[src/rtl/msg_dispatch_sched.sv]
// msg_dispatch_sched: in-order scheduler streaming completed messages from the byte buffer to the field parser
module msg_dispatch_sched #(
  parameter int NUM_SLOTS  = 8,
  parameter int DATA_WIDTH = 5,
  parameter int BYTE_W     = 8,
  localparam int SLOT_W    = $clog2(NUM_SLOTS)
) (
  input  logic                  clk,
  input  logic                  rst_n,
  input  logic                  store_start_i,
  input  logic                  store_end_i,
  input  logic [SLOT_W-1:0]     slot_i,
  input  logic [DATA_WIDTH-1:0] start_addr_i,
  input  logic [DATA_WIDTH-1:0] end_addr_i,
  output logic                  tbl_full_o,
  output logic                  tbl_empty_o,
  output logic                  err_o,
  output logic                  rd_en_o,
  output logic [DATA_WIDTH-1:0] rd_addr_o,
  input  logic [BYTE_W-1:0]     rd_data_i,
  output logic                  byte_valid_o,
  output logic [BYTE_W-1:0]     byte_data_o,
  output logic                  byte_last_o,
  output logic [SLOT_W-1:0]     msg_id_o,
  input  logic                  byte_ready_i,
  output logic                  release_valid_o,
  output logic [DATA_WIDTH-1:0] release_addr_o
);
  typedef enum logic [1:0] {IDLE, STREAM, DRAIN, RELEASE} state_t;
  localparam logic [DATA_WIDTH-1:0] ONE_A = 1;
  localparam logic [SLOT_W-1:0]     ONE_S = 1;
  state_t                state_q, state_d;
  logic [NUM_SLOTS-1:0]  valid_q, valid_d;
  logic [DATA_WIDTH-1:0] start_q [NUM_SLOTS];
  logic [DATA_WIDTH-1:0] start_d [NUM_SLOTS];
  logic [DATA_WIDTH-1:0] end_q [NUM_SLOTS];
  logic [DATA_WIDTH-1:0] end_d [NUM_SLOTS];
  logic [SLOT_W-1:0]     rd_ptr_q, rd_ptr_d;
  logic                  err_q, err_d, full_q, full_d, empty_q, empty_d;
  logic [DATA_WIDTH-1:0] cur_q, cur_d, last_addr_q, last_addr_d;
  logic                  inflight_q, inflight_d, infl_last_q, infl_last_d;
  logic [BYTE_W-1:0]     sk_data_q [2];
  logic [BYTE_W-1:0]     sk_data_d [2];
  logic [1:0]            sk_last_q, sk_last_d;
  logic                  sk_wr_q, sk_wr_d, sk_rd_q, sk_rd_d;
  logic [1:0]            sk_cnt_q, sk_cnt_d;
  logic                  store_hit, pop, at_end;
  // The skid head is presented directly; with an empty skid the byte arriving from the buffer bypasses it.
  assign store_hit       = (store_start_i | store_end_i) & valid_q[slot_i];
  assign byte_valid_o    = (sk_cnt_q != 2'd0) | inflight_q;
  assign byte_data_o     = (sk_cnt_q != 2'd0) ? sk_data_q[sk_rd_q] : (inflight_q ? rd_data_i : '0);
  assign byte_last_o     = (sk_cnt_q != 2'd0) ? sk_last_q[sk_rd_q] : infl_last_q;
  assign pop             = byte_valid_o & byte_ready_i;
  assign at_end          = cur_q == last_addr_q;
  assign rd_en_o         = (state_q == STREAM) && ((3'(sk_cnt_q) + 3'(inflight_q)) < (3'd2 + 3'(pop)));
  assign rd_addr_o       = rd_en_o ? cur_q : '0;
  assign msg_id_o        = rd_ptr_q;
  assign release_valid_o = state_q == RELEASE;
  assign release_addr_o  = release_valid_o ? last_addr_q + ONE_A : '0;
  assign tbl_full_o      = full_q;
  assign tbl_empty_o     = empty_q;
  assign err_o           = err_q;
  // Next-state for the location table, scheduler FSM and skid buffer.
  always_comb begin
    valid_d = valid_q;
    start_d = start_q;
    end_d   = end_q;
    err_d   = err_q | store_hit;
    if (!store_hit) begin
      if (store_start_i) start_d[slot_i] = start_addr_i;
      if (store_end_i) begin
        end_d[slot_i]   = end_addr_i;
        valid_d[slot_i] = 1'b1;
      end
    end
    sk_data_d = sk_data_q;
    sk_last_d = sk_last_q;
    if (inflight_q) begin
      sk_data_d[sk_wr_q] = rd_data_i;
      sk_last_d[sk_wr_q] = infl_last_q;
    end
    sk_wr_d     = sk_wr_q ^ inflight_q;
    sk_rd_d     = sk_rd_q ^ pop;
    sk_cnt_d    = sk_cnt_q + 2'(inflight_q) - 2'(pop);
    inflight_d  = rd_en_o;
    infl_last_d = rd_en_o & at_end;
    state_d     = state_q;
    rd_ptr_d    = rd_ptr_q;
    cur_d       = cur_q;
    last_addr_d = last_addr_q;
    case (state_q)
      IDLE: if (valid_q[rd_ptr_q]) begin
        cur_d       = start_q[rd_ptr_q];
        last_addr_d = end_q[rd_ptr_q];
        state_d     = STREAM;
      end
      STREAM: if (rd_en_o) begin
        cur_d   = cur_q + ONE_A;
        state_d = at_end ? DRAIN : STREAM;
      end
      DRAIN: if (pop && byte_last_o && sk_cnt_d == 2'd0) state_d = RELEASE;
      RELEASE: begin
        valid_d[rd_ptr_q] = 1'b0;
        rd_ptr_d          = rd_ptr_q + ONE_S;
        state_d           = IDLE;
      end
      default: state_d = IDLE;
    endcase
    full_d  = &valid_d;
    empty_d = ~|valid_d;
  end
  // Control state; reset abandons any message in flight.
  always_ff @(posedge clk or negedge rst_n) begin
    if (!rst_n) begin
      state_q     <= IDLE;
      valid_q     <= '0;
      rd_ptr_q    <= '0;
      err_q       <= 1'b0;
      full_q      <= 1'b0;
      empty_q     <= 1'b1;
      cur_q       <= '0;
      last_addr_q <= '0;
      inflight_q  <= 1'b0;
      infl_last_q <= 1'b0;
      sk_wr_q     <= 1'b0;
      sk_rd_q     <= 1'b0;
      sk_cnt_q    <= '0;
    end else begin
      state_q     <= state_d;
      valid_q     <= valid_d;
      rd_ptr_q    <= rd_ptr_d;
      err_q       <= err_d;
      full_q      <= full_d;
      empty_q     <= empty_d;
      cur_q       <= cur_d;
      last_addr_q <= last_addr_d;
      inflight_q  <= inflight_d;
      infl_last_q <= infl_last_d;
      sk_wr_q     <= sk_wr_d;
      sk_rd_q     <= sk_rd_d;
      sk_cnt_q    <= sk_cnt_d;
    end
  end
  // Address table and skid storage; contents are qualified by valid bits and skid count.
  always_ff @(posedge clk) begin
    start_q   <= start_d;
    end_q     <= end_d;
    sk_data_q <= sk_data_d;
    sk_last_q <= sk_last_d;
  end
endmodule

[config.mk]
export PLATFORM = sky130hd
export DESIGN_NAME = msg_dispatch_sched
export DESIGN_NICKNAME = d
export VERILOG_FILES = /design/src/rtl/msg_dispatch_sched.sv
export SDC_FILE = /design/constraint.sdc
export NUM_CORES = 1
export LEC_CHECK = 0
export CAP_MARGIN = 10
export CORE_ASPECT_RATIO = 0.9
export CORE_MARGIN = 2
export CORE_UTILIZATION = 40
export DETAILED_ROUTE_END_ITERATION = 10
export PLACE_DENSITY = 0.64
export SETUP_SLACK_MARGIN = 0.2
export SLEW_MARGIN = 15
export SYNTH_ARGS = -nofsm -noshare
export SYNTH_HDL_FRONTEND = slang
export SYNTH_SLANG_ARGS = --single-unit
[constraint.sdc]
create_clock -name clk -period 2.9 [get_ports clk]
set_input_delay 0.58 -clock clk [delete_from_list [all_inputs] [get_ports clk]]
set_output_delay 0.58 -clock clk [all_outputs]
set_load 0.02 [all_outputs]
==> impl_metrics.csv <==
group,metric,value,unit
place,dpl.hpwl,8.71,mm
synthesis,synth_area_leaders,"edfxtp_1 51%, dfrtp_1 13%, mux4_2 6.2%, mux2i_1 3.4%, mux4_1 2.7%",
synthesis,synth_nets,418,
run,max_cap_violations,0,
grt,grtUsageTotal,17.0,%
floorplanning,dieHeight,118,um
hold_path,whs_endpoint,"err_o",
clock_network,cts-buffers-inserted,17,
clock_network,root_buffer,"clkbuf_16",
floorplanning,io_pins,54,
route,drtAntennaViolNets,0,
floorplanning,initial_core_util,41.2,%
floorplanning,core_area,14100,sq um
synthesis,synthArstFlopShare,24.6,%
route,via_per_inst,5.19,
route,drcViolationCount,0,
layout,area_growth,25.5,%
setup_path,rrSetupSlack,0.44,ns
timing,fmax,375,MHz
floorplanning,fp.dieW,131,um
place,place_congestion,0.857,
grt,grtUsageMet2,24.3,%
grt,grt_max_degree,33,
clock_network,clock_path_buffers,2,
power_and_ir_drop,vdd_ir_drop_max,0.586,mV
setup_path,required,2.32,ns
timing,finalHoldViolations,0,
grt,busiest_layer,"met1",
layout,drive_gt1_share,21.9,%
layout,n_fill_cell,1196,
place,dpl_worst_slack,0.0298,ns
synthesis,synth.distinct_cells,56,
grt,grt_pass1_wl,19.4,mm
route,routed-via-count,3487,
setup_path,crit_buf_inv,1,
route,drt_first_pass_iters,4,
floorplanning,die_area,15500,sq um
clock_network,htree_levels,4,
setup_path,crit_path_start_kind,"register",
hold_path,min_path_cells,1,
synthesis,synth_top_area_share,50.7,%
synthesis,synth_common_cells,"98 x edfxtp_1, 34 x nor2_1, 31 x dfrtp_1",
grt,met3_usage,5.21,%
hold_path,hp-start,"err_o",
synthesis,avgSynthCellArea,15.2,sq um
grt,antenna_found_initial,0,
power_and_ir_drop,power.leakage,0.00261,uW
setup_path,cp-end-kind,"primary output",
hold_path,min_path_type,"register to register",
timing,finalSetupViolCount,0,
setup_path,crit_family,"flip-flops",
timing,slew_viol_final,0,
place,io_buffer_count,53,
timing,worst_pin_slew,0.565,ns
timing,tns,0,ns
setup_path,crit_start,"sk_cnt_q[0]",
synthesis,ys_seq_area_share,64.5,%
setup_path,crit_arrival,2.09,ns
clock_network,cts_sinks,130,
route,drtIter0Drc,259,
clock_network,cts_tree,"yes",
floorplanning,row_count,41,
clock_network,insertion_delay,0.42,ns
route,post_drt_wl_per_cell,18.2,um
power_and_ir_drop,powerDensity,874,nW/um^2
layout,fin_cells,672,
place,placedCellCount,640,
setup_path,ff2ff_path_depth,12,
synthesis,synth_edf_count,98,
timing,grt_setup_unrepaired,"yes",
setup_path,critical-path-max-stage-delay,0.41,ns
synthesis,syn-cell-area,5810,sq um
grt,grtUsageMet1,24.8,%
timing,relSlewSlack,62.3,%
setup_path,crit_fanout,7,
route,drt-total-wl,12.2,mm
synthesis,yosys_warnings,0,
synthesis,synth_top_area_cell,"edfxtp_1",
setup_path,worst_path_max_delay_cell,"dfrtp_1",
grt,grt_pass1_vias,3491,
layout,nNetsFinal,501,
setup_path,worstSetupPathType,"register to primary output",
clock_network,cts_hold_buf,0,
clock_network,clk_pin_slew,0.06,ns
setup_path,cp_cell_sequence,"ha_1, ha_1, nor3b_2, o2bb2ai_2, and3_1, clkdlybuf4s15_2",
synthesis,synth_seq_cells,130,
setup_path,rr_endpoint,"state_q[0]",
synthesis,yosysMostFrequentCell,"edfxtp_1",
synthesis,synthCells,383,
timing,timing.final.ws_setup,0.231,ns
setup_path,r2r-start,"inflight_q",
grt,grt.overflow.total,0,
run_status,status,"finished, final reports clean",
timing,fin_crit,2.67,ns
timing,finClkSkew,0.0192,ns
setup_path,cpMostUsedCell,"ha_1",
synthesis,synth_ff_type,"edfxtp_1",
layout,antennaDiodeCount,0,
timing,period_share,92.0,%
-- stage by stage --
stage	utilization, %	power (uW)	cell area, sq um	hold WS [ns]
floorplan	-	3550	5810	0.284
global placement	47.3	4280	6680	0.455
detailed placement	47.3	4330	6680	0.465
CTS	51.6	6430	7280	0.480
global route	51.6	6710	7280	0.494
finish	51.6	6360	7280	0.473
-- timing repair --
action / 4_1_cts / 5_1_grt
resized for setup: 20 / 6
setup buffers: 0 / 0
pin swaps: 1 / 0
endpoints found under the setup margin: 9 / 13
-- worst max-delay path by stage --
stage | end | cells past startpoint
after floorplan | state_q[0] | 12
after global placement | rd_en_o | 6
after detailed placement | rd_addr_o[3] | 5
after CTS | rd_addr_o[1] | 6
after global routing | rd_en_o | 7
final | rd_addr_o[3] | 6
-- logic make-up (layout without fill, tap and decap cells) --
logic type                 count (synthesis)  in the layout  share of synthesized area, %
buffers and inverters                     27            123                          2.65
muxes                                     46             46                          13.1
adders and majority gates                  9              9                          1.94
xor gates and xnor gates                  13             13                          1.96
DFF                                      130            130                          64.5
and+or+nand+nor                          108            108                          9.72
AOI/OAI and AO/OA                         50             50                          6.08
-- area by class of cell --
type / count / area [sq um] / share of cell area, %
Timing Repair Buffer: 83 / 758 / 10.4
Sequential cell: 130 / 3750 / 51.5
Clock inverter: 15 / 168 / 2.30
Multi-Input combinational cell: 226 / 1910 / 26.2
Inverter: 8 / 30.0 / 0.412
Tap cell: 193 / 241 / 3.32
Clock buffer: 17 / 425 / 5.84
-- sequential cells by signal (all words and copies together), names as in the netlist, 2 cells and up, named ones only --
name and flops:
sk_last_q 2, end_q 40, sk_cnt_q 2, msg_id_o 3
start_q 40, sk_data_q 16, valid_q 8, cur_q 5
last_addr_q 5
-- power by group --
group	internal [uW]	switching (uW)	leakage [uW]	total, uW
clock network	1340	775	0.000274	2110
logic	843	975	0.00108	1820
registers	2250	187	0.00125	2430
total	4430	1940	0.00261	6360
-- worst register-to-register path: stages (launching register included) --
cell and delay [ns]:
dfrtp_1 0.39, buf_4 0.19, or3_4 0.41, nand2_1 0.13, inv_1 0.08, ha_1 0.27, inv_1 0.04, ha_1 0.17
xnor2_1 0.17, xnor2_1 0.11, nor3_1 0.14, nand3_1 0.10, a21boi_0 0.17
-- per-layer routing --
metal / vias up / share of wire, %
met4: 0 / 1.1
met3: 9 / 5.3
met2: 99 / 46
met5: - / 0
li1: 1633 / -
met1: 1746 / 48
-- cell usage in the layout, fill, tap and decap left out, types with 4 or more instances in the layout --
cell type        Yosys  final
edfxtp_1            98     98
clkdlybuf4s50_1      0     44
nor2_1              34     34
buf_4                2     30
dfrtp_1             31     28
mux2i_1             20     20
o21ai_0             19     18
nand3_1             18     18
nand2_1             17     17
clkbuf_16            0     17
mux4_2              16     16
nor3_1              10     10
ha_1                 9      9
inv_1                8      8
xor2_1               7      7
and3_1               7      7
xnor2_1              6      6
mux4_1               6      6
clkinvlp_4           0      6
mux2_2               4      4
nand2b_1             4      4
clkinv_2             0      4
clkdlybuf4s15_2      0      4
Power figures use the tool's default switching activity.
